File: src/rtl/width_upconv_pack_pkg.sv
// Shared sizing constants and helpers for the narrow-to-wide word packer.
// Default widths match the merge-tree word (MERGW) and the DRAM word (DRAMW).
package width_upconv_pack_pkg;

  localparam int unsigned MERGW = 128;
  localparam int unsigned DRAMW = 512;

  function automatic int unsigned ratio_of(input int unsigned in_w, input int unsigned out_w);
    return out_w / in_w;
  endfunction

  // Lane index width; never narrower than one bit.
  function automatic int unsigned lane_cw(input int unsigned ratio);
    return (ratio <= 2) ? 1 : $clog2(ratio);
  endfunction

  // Lane count width: must hold the value RATIO itself.
  function automatic int unsigned lanes_w(input int unsigned ratio);
    return $clog2(ratio) + 1;
  endfunction

  localparam int unsigned RATIO   = DRAMW / MERGW;
  localparam int unsigned LANE_CW = $clog2(RATIO);
  localparam int unsigned LANES_W = $clog2(RATIO) + 1;

endpackage

File: src/rtl/width_upconv_pack_out_stage.sv
// Output holding register for the packer: valid/ready handshake, word/last/lane
// tags and the running count of words taken by the consumer.
module width_upconv_pack_out_stage #(
  parameter int unsigned OUT_W   = 512,
  parameter int unsigned LANES_W = 3,
  parameter int unsigned CNT_W   = 32
) (
  input  logic               CLK,
  input  logic               RST_N,
  input  logic               ld_i,
  input  logic [OUT_W-1:0]   ld_dot_i,
  input  logic               ld_last_i,
  input  logic [LANES_W-1:0] ld_lanes_i,
  input  logic               dot_rdy_i,
  output logic               dot_en_o,
  output logic [OUT_W-1:0]   dot_o,
  output logic               dot_last_o,
  output logic [LANES_W-1:0] dot_lanes_o,
  output logic [CNT_W-1:0]   wcnt_o,
  output logic               hold_o
);

  logic               dot_en_q, dot_en_d;
  logic [OUT_W-1:0]   dot_q, dot_d;
  logic               dot_last_q, dot_last_d;
  logic [LANES_W-1:0] dot_lanes_q, dot_lanes_d;
  logic [CNT_W-1:0]   wcnt_q, wcnt_d;
  logic               xfer;

  assign xfer = dot_en_q && dot_rdy_i;

  // A load is only ever requested when the register is empty or draining this cycle.
  always_comb begin
    dot_en_d    = dot_en_q;
    dot_d       = dot_q;
    dot_last_d  = dot_last_q;
    dot_lanes_d = dot_lanes_q;
    wcnt_d      = wcnt_q;
    if (ld_i) begin
      dot_en_d    = 1'b1;
      dot_d       = ld_dot_i;
      dot_last_d  = ld_last_i;
      dot_lanes_d = ld_lanes_i;
    end else if (xfer) begin
      dot_en_d = 1'b0;
    end
    if (xfer) begin
      wcnt_d = wcnt_q + CNT_W'(1);
    end
  end

  always_ff @(posedge CLK or negedge RST_N) begin
    if (!RST_N) begin
      dot_en_q    <= 1'b0;
      dot_q       <= '0;
      dot_last_q  <= 1'b0;
      dot_lanes_q <= '0;
      wcnt_q      <= '0;
    end else begin
      dot_en_q    <= dot_en_d;
      dot_q       <= dot_d;
      dot_last_q  <= dot_last_d;
      dot_lanes_q <= dot_lanes_d;
      wcnt_q      <= wcnt_d;
    end
  end

  assign dot_en_o    = dot_en_q;
  assign dot_o       = dot_q;
  assign dot_last_o  = dot_last_q;
  assign dot_lanes_o = dot_lanes_q;
  assign wcnt_o      = wcnt_q;
  assign hold_o      = dot_en_q && !dot_rdy_i;

endmodule

File: src/rtl/width_upconv_pack.sv
// Packs OUT_W/IN_W narrow host words into one wide DRAM word, with backpressure
// on both sides and padded end-of-transfer flush of a short final word.
module width_upconv_pack
  import width_upconv_pack_pkg::*;
#(
  parameter int unsigned IN_W      = MERGW,
  parameter int unsigned OUT_W     = DRAMW,
  parameter bit          LSB_FIRST = 1'b1,
  parameter bit          PAD_BIT   = 1'b1,
  parameter int unsigned CNT_W     = 32
) (
  input  logic                                  CLK,
  input  logic                                  RST_N,
  input  logic                                  din_en,
  output logic                                  din_rdy,
  input  logic [IN_W-1:0]                       din,
  input  logic                                  din_last,
  output logic                                  dot_en,
  input  logic                                  dot_rdy,
  output logic [OUT_W-1:0]                      dot,
  output logic                                  dot_last,
  output logic [lanes_w(ratio_of(IN_W, OUT_W))-1:0] dot_lanes,
  output logic [CNT_W-1:0]                      wcnt
);

  localparam int unsigned Ratio  = ratio_of(IN_W, OUT_W);
  localparam int unsigned LaneCw = lane_cw(Ratio);
  localparam int unsigned LanesW = lanes_w(Ratio);
  localparam logic [LaneCw-1:0] LastLane = LaneCw'(Ratio - 1);

  logic [Ratio-1:0][IN_W-1:0] acc_q, acc_d;
  logic [LaneCw-1:0]          cnt_q, cnt_d;
  logic                       out_hold;
  logic                       at_last, accept, complete;
  logic [OUT_W-1:0]           word;
  logic [LanesW-1:0]          word_lanes;
  logic [IN_W-1:0]            lane_val;

  assign at_last  = (cnt_q == LastLane);
  // Only a completing accept needs the output register free.
  assign din_rdy  = !(out_hold && (at_last || din_last));
  assign accept   = din_en && din_rdy;
  assign complete = accept && (at_last || din_last);

  always_comb begin
    acc_d      = acc_q;
    cnt_d      = cnt_q;
    word       = '0;
    lane_val   = '0;
    word_lanes = LanesW'(cnt_q) + LanesW'(1);
    if (accept) begin
      acc_d[cnt_q] = din;
      cnt_d        = complete ? '0 : cnt_q + LaneCw'(1);
    end
    // Lanes below cnt come from the accumulator, lane cnt is the incoming word,
    // everything above is padding.
    for (int unsigned i = 0; i < Ratio; i++) begin
      if (LaneCw'(i) < cnt_q) begin
        lane_val = acc_q[i];
      end else if (LaneCw'(i) == cnt_q) begin
        lane_val = din;
      end else begin
        lane_val = {IN_W{PAD_BIT}};
      end
      if (LSB_FIRST) begin
        word[i*IN_W +: IN_W] = lane_val;
      end else begin
        word[(Ratio-1-i)*IN_W +: IN_W] = lane_val;
      end
    end
  end

  always_ff @(posedge CLK or negedge RST_N) begin
    if (!RST_N) begin
      acc_q <= '0;
      cnt_q <= '0;
    end else begin
      acc_q <= acc_d;
      cnt_q <= cnt_d;
    end
  end

  width_upconv_pack_out_stage #(
    .OUT_W  (OUT_W),
    .LANES_W(LanesW),
    .CNT_W  (CNT_W)
  ) u_out_stage (
    .CLK        (CLK),
    .RST_N      (RST_N),
    .ld_i       (complete),
    .ld_dot_i   (word),
    .ld_last_i  (din_last),
    .ld_lanes_i (word_lanes),
    .dot_rdy_i  (dot_rdy),
    .dot_en_o   (dot_en),
    .dot_o      (dot),
    .dot_last_o (dot_last),
    .dot_lanes_o(dot_lanes),
    .wcnt_o     (wcnt),
    .hold_o     (out_hold)
  );

endmodule
File: config.mk
export PLATFORM = sky130hd
export DESIGN_NAME = width_upconv_pack
export DESIGN_NICKNAME = d
export VERILOG_FILES = /design/src/rtl/width_upconv_pack_pkg.sv /design/src/rtl/width_upconv_pack_out_stage.sv /design/src/rtl/width_upconv_pack.sv
export SDC_FILE = /design/constraint.sdc
export NUM_CORES = 1
export LEC_CHECK = 0
export ABC_CLOCK_PERIOD_IN_PS = 5900
export CORE_UTILIZATION = 57
export CTS_CLUSTER_DIAMETER = 30
export DETAILED_ROUTE_END_ITERATION = 16
export GPL_ROUTABILITY_DRIVEN = 0
export PLACE_DENSITY = 0.91
export SETUP_SLACK_MARGIN = 0.02
export SLEW_MARGIN = 10
export SYNTH_ARGS = -nofsm -noshare
export SYNTH_HDL_FRONTEND = slang
export SYNTH_SLANG_ARGS = --single-unit
File: constraint.sdc
create_clock -name CLK -period 5.9 [get_ports CLK]
set_input_delay 1.18 -clock CLK [delete_from_list [all_inputs] [get_ports CLK]]
set_output_delay 1.18 -clock CLK [all_outputs]
set_load 0.05 [all_outputs]
== Yosys cells after proc, flatten, opt, wreduce, memory -nomap -nowiden ==
Index checks and enable logic that the tools add are counted.
Widths: inputs -> output; s select.

* Input bits: 133
* Flip-flop bits (word level): 1063
* Output and inout bits: 550
* Logic and storage cells: 48

* Equal/unequal tests: 4
* Mux-type cells: 14
* Add/sub/neg operators: 3
* Order comparisons: 6
* Reductions and logical operators: 11

{| class="wikitable"
|+ Operator list
! operator !! count
|-
| $mux 128 || 9
|-
| $bwmux 512 || 1
|-
| $demux 128 s2 || 1
|-
| $add 32x1->32 const B || 1
|-
| $logic_and 1x1->1 || 6
|-
| $eq 2x2->1 const A || 2
|-
| $lt 1x2->1 const A || 2
|-
| $lt 2x2->1 const A || 2
|-
| $add 2x1->3 const B || 1
|-
| $lt 2x3->1 const B || 1
|-
| $add 2x1->2 const B || 1
|-
| $eq 1x2->1 const A || 1
|-
| $eq 2x2->1 const B || 1
|-
| $ge 2x1->1 const B || 1
|-
| $logic_not 1->1 || 2
|-
| $logic_not 2->1 || 1
|-
| $mux 1 || 2
|-
| $mux 2 || 1
|-
| $reduce_bool 2->1 || 1
|-
| $logic_or 1x1->1 || 1
|}

== Longest topological paths before layout ==
* Depth after elaboration: 7
* Gate-level depth with buffers: 10
* Gate-level depth less buffers: 5

== Cells and area by module ==
From an unflattened synthesis, not the netlist that was laid out.

* Cells, all modules: 3178
* Area total of the unflattened synthesis: 43359.1 sq um

{| class="wikitable"
|+ Modules (own cells, without submodules)
! module !! sequential area each (sq um) !! instances !! area an instance (sq um) !! cells each
|-
| width_upconv_pack || 9659.3 || 1 || 22948.3 || 1964
|-
| width_upconv_pack_out_stage || 13738.2 || 1 || 20410.8 || 1214
|}

== Least setup slack after synthesis ==
OpenSTA, ideal clock, no wires.

* Path type: input to output
* From: input dot_rdy
* To: output din_rdy
* Path slack: 2936 ps
* Arrival time: 1784 ps
* Stages: 2
* Path buffers: 0
* Data required time: 4720 ps
* Path through: nand2b_1 or2_2

* Longest elaborated chain between the ends: 4

{| class="wikitable"
|+ RTL lines
! element !! line !! RTL
|-
| start: declaration || width_upconv_pack.sv:19 || <nowiki>input logic dot_rdy,</nowiki>
|-
| $logic_not 1->1 || width_upconv_pack_out_stage.sv:73 || <nowiki>assign hold_o = dot_en_q && !dot_rdy_i;</nowiki>
|-
| $logic_and 1x1->1 || width_upconv_pack_out_stage.sv:73 ||
|-
| $logic_and 1x1->1 || width_upconv_pack.sv:41 || <nowiki>assign din_rdy = !(out_hold && (at_last || din_last));</nowiki>
|-
| $logic_not 1->1 || width_upconv_pack.sv:41 ||
|-
| end: declaration || width_upconv_pack.sv:15 || <nowiki>output logic din_rdy,</nowiki>
|}

Every way passes these cells.

== Worst setup path in the final report ==
* From: register cnt_q[1]
* To: output din_rdy

* Longest elaborated chain between the ends: 4

{| class="wikitable"
|+ RTL lines
! element !! line !! RTL
|-
| start: declaration || width_upconv_pack.sv:32 || <nowiki>logic [LaneCw-1:0] cnt_q, cnt_d;</nowiki>
|-
| start signal: assignment || width_upconv_pack.sv:79 || <nowiki>cnt_q <= cnt_d;</nowiki>
|-
| $eq 2x2->1 || width_upconv_pack.sv:39 || <nowiki>assign at_last = (cnt_q == LastLane);</nowiki>
|-
| named net at_last || width_upconv_pack.sv:34 || <nowiki>logic at_last, accept, complete;</nowiki>
|-
| $logic_or 1x1->1 || width_upconv_pack.sv:41 ||
|-
| $logic_and 1x1->1 || width_upconv_pack.sv:41 ||
|-
| $logic_not 1->1 || width_upconv_pack.sv:41 ||
|}

The timed path passes the listed nets, and every way through them passes these cells.

==> impl_metrics.env <==
export IMPL_die_h_um=267
export IMPL_r2r_slack_ns=1.52
export IMPL_timing_critical_path_buf_inv=1
export IMPL_synth_distinct_cells=34
export IMPL_synth_nets=3494
export IMPL_cp_data_arrival_time_ns=3.72
export IMPL_p_leak_nw=24.1
export IMPL_io_buffers=682
export IMPL_synthesis_area_um2=39900
export IMPL_yosysTopAreaCell="dfrtp_1"
export IMPL_place_area_um2=47200
export IMPL_seq_power_share_pct=29.5
export IMPL_initial_core_util_pct=57.9
export IMPL_place_hpwl_mm=73.6
export IMPL_final_nets=4118
export IMPL_clockBufferDepth=3
export IMPL_drt_first_pass_iters=6
export IMPL_crit_path_max_fanout=78
export IMPL_synth_flop_cell="dfrtp_1"
export IMPL_h_tree_depth=4
export IMPL_hold_depth=2
export IMPL_vias=31900
export IMPL_post_cts_buffers=0
export IMPL_synth_seq_cells=935
export IMPL_status="finished clean"
export IMPL_ant_nets=0
export IMPL_cap_violations=0
export IMPL_netlist_top_cells_area="dfrtp_1, mux2_4, a21oi_1"
export IMPL_antenna_found_initial=4
export IMPL_clkPwrFrac_pct=24.5
export IMPL_overflow=0
export IMPL_clock_latency_ns=0.73
export IMPL_min_path_type="reg2reg"
export IMPL_critical_path_top_delay_family="flip-flops"
export IMPL_num_rows=96
export IMPL_setup_viol=0
export IMPL_finalHoldViolations=0
export IMPL_core_um2=68900
export IMPL_clockRootBuffer="clkbuf_16"
export IMPL_power_switching_mw=17.5
export IMPL_netlist_top_cells_count="dfrtp_1, a21oi_1, nand2_1, o21ai_0, mux2_4"
export IMPL_regArea_um2=23400
export IMPL_wl_per_cell_um=26.7
export IMPL_final_area_um2=52800
export IMPL_ios=683
export IMPL_cpPeakStageDelay_ns=1.07
export IMPL_start_kind="register"
export IMPL_peakVddDrop_v=0.000471
export IMPL_period_minus_slack_ns=4.90
export IMPL_hp_start="u_out_stage.dot_o[224]$_DFFE_PN0P_"
export IMPL_relSlewSlack_pct=25.9
export IMPL_fillers=3575
export IMPL_yosysTopAreaCellShare_pct=58.6
export IMPL_cpMaxStageDelayCell="dfrtp_4"
export IMPL_drive_above_1_share_pct=17.3
export IMPL_min_period_over_period_pct=83.1
export IMPL_cts_tree="yes"
export IMPL_synth_avg_cell_area_um2=11.9
export IMPL_worst_setup_path_type="reg2out"
export IMPL_comb_power_share_pct=46.0
export IMPL_grt_pass1_vias=33300
export IMPL_vias_per_cell=6.33
export IMPL_fin_skew_ns=0.0383
export IMPL_drc=0
export IMPL_cts_sinks=935
export IMPL_setup_tns_ns=0
export IMPL_pwr_density_cell_nw_per_um2=750
export IMPL_ys_warn_count=0
export IMPL_multiInputGateArea_um2=14800
export IMPL_die_area_um2=71100
export IMPL_worst_pin_slew_ns=1.11
export IMPL_rsz0062_at_grt="false"
export IMPL_synthesis_instances=3356
export IMPL_clkTransAtPathRegs_ns=0.05
export IMPL_worstReg2RegEnd="u_out_stage.dot_o[471]$_DFFE_PN0P_"
export IMPL_post_synth_top_count_cell="dfrtp_1"
export IMPL_ctsResizeCount=0
export IMPL_drt_iter0_drc=3443
export IMPL_area_growth_pct=32.2
export IMPL_fp_dieW_um=267
export IMPL_required_ns=4.72
export IMPL_crit_path_end_kind="output port"
export IMPL_timing_rr_start="cnt_q[1]$_DFFE_PN0P_"
export IMPL_synth_edf_count=0
export IMPL_switching_share_pct=44.1
export IMPL_whs_endpoint="u_out_stage.dot_o[224]$_DFFE_PN0P_"
export IMPL_ys_async_sr_fraction_pct=100
export IMPL_power_mw=39.6
export IMPL_grt_usage_pct=37.6
export IMPL_power_internal_mw=22.1
export IMPL_wirelength_mm=135
export IMPL_worstPathCellList="ha_4, nor2_8, or2_2, clkdlybuf4s50_1"
export IMPL_ff2ff_path_depth=6
export IMPL_synth_seq_area_share_pct=58.6
export IMPL_finalMaxSlewViolations=0
export IMPL_grt_pass1_wl_mm=204
export IMPL_cts_buffers=156
export IMPL_hold_buffers=0
export IMPL_grt_max_degree=176
export IMPL_max_freq_mhz=204
[layer usage]
layer	track usage, %	wire length [um]
met2	60.0	63900
met3	12.5	14700
met4	25.4	9800
met5	0	45
met1	43.2	46100
[power groups by stage]
stage	combinational [mW]	sequential [mW]	clock [mW]
final	18.2	11.7	9.71
after CTS	18.0	11.6	9.73
after global routing	18.8	11.9	10.0
after detailed placement	17.5	11.4	0
after global placement	17.0	11.2	0
after floorplan	6.08	16.8	0
[kinds of logic after synthesis]
family	share of synthesized area (%)
compound gates	14.1
buf+inv	4.67
flops	58.6
xor+xnor	0.680
mux	17.1
simple gates	4.65
fa+ha+maj	0.157
[layout by cell type, fill, tap and decap left out, drive strengths merged, types with 2 or more instances in the layout]
cell type,synthesis,final
dfrtp,935,935
clkdlybuf4s50,0,681
a21oi,514,514
nand2,401,401
o21ai,386,386
mux2,386,386
clkbuf,141,186
inv,132,153
o22a,128,128
mux2i,128,128
clkinv,0,45
buf,116,42
xnor2,26,26
bufinv,0,20
clkinvlp,0,20
nand3,17,17
nand4,10,10
nor2,7,7
and3,5,5
xor2,5,5
ha,5,5
nor4,3,3
and4,2,2
nor3,2,2
a22o,2,2
[flip-flops by register name, summed over array words and instances, names as in the netlist]
| register | flops |
|---|---|
| acc_q | 384 |
| u_out_stage.wcnt_o | 32 |
| cnt_q | 2 |
| u_out_stage.dot_o | 512 |
| u_out_stage.dot_en_o | 1 |
| u_out_stage.dot_last_o | 1 |
| u_out_stage.dot_lanes_o | 3 |
[stage by stage]
step	setup WS [ns]	hold slack [ns]	util (%)	std cells
global placement	1.71	0.459	68.4	4753
CTS	1.02	0.481	76.6	5045
global route	0.928	0.497	76.6	5046
detailed placement	1.64	0.469	68.4	4753
floorplan	2.94	0.464	-	3356
finish	0.999	0.477	76.6	5046
[worst min-delay path, cell delays in order (launching register included)]
cell and delay, ns:
dfrtp_1 0.34, nand2_1 0.04, o21ai_0 0.06
[layout make-up]
| class | instances | area share, % |
|---|---|---|
| Antenna cell | 1 | 0.00474 |
| Clock buffer | 186 | 8.04 |
| Clock inverter | 106 | 2.65 |
| Inverter | 132 | 0.938 |
| Multi-Input combinational cell | 2032 | 28.0 |
| Sequential cell | 935 | 44.3 |
| Tap cell | 931 | 2.21 |
| Timing Repair Buffer | 723 | 13.9 |
[how the worst max path moves through the flow]
| stage | start | end | slack, ns | cells after the start |
|---|---|---|---|---|
| 6_report | cnt_q[1]$_DFFE_PN0P_ | din_rdy | 1.0 | 4 |
| 5_1_grt | cnt_q[1]$_DFFE_PN0P_ | din_rdy | 0.93 | 4 |
| 4_1_cts | cnt_q[1]$_DFFE_PN0P_ | din_rdy | 1.02 | 4 |
| 3_5_place_dp | dot_rdy | u_out_stage.dot_o[456]$_DFFE_PN0P_ | 1.64 | 6 |
| 3_3_place_gp | dot_rdy | acc_q[326]$_DFFE_PN0P_ | 1.71 | 6 |
| 2_1_floorplan | dot_rdy | din_rdy | 2.94 | 2 |
Note: power is estimated with default switching activity, not from simulation.
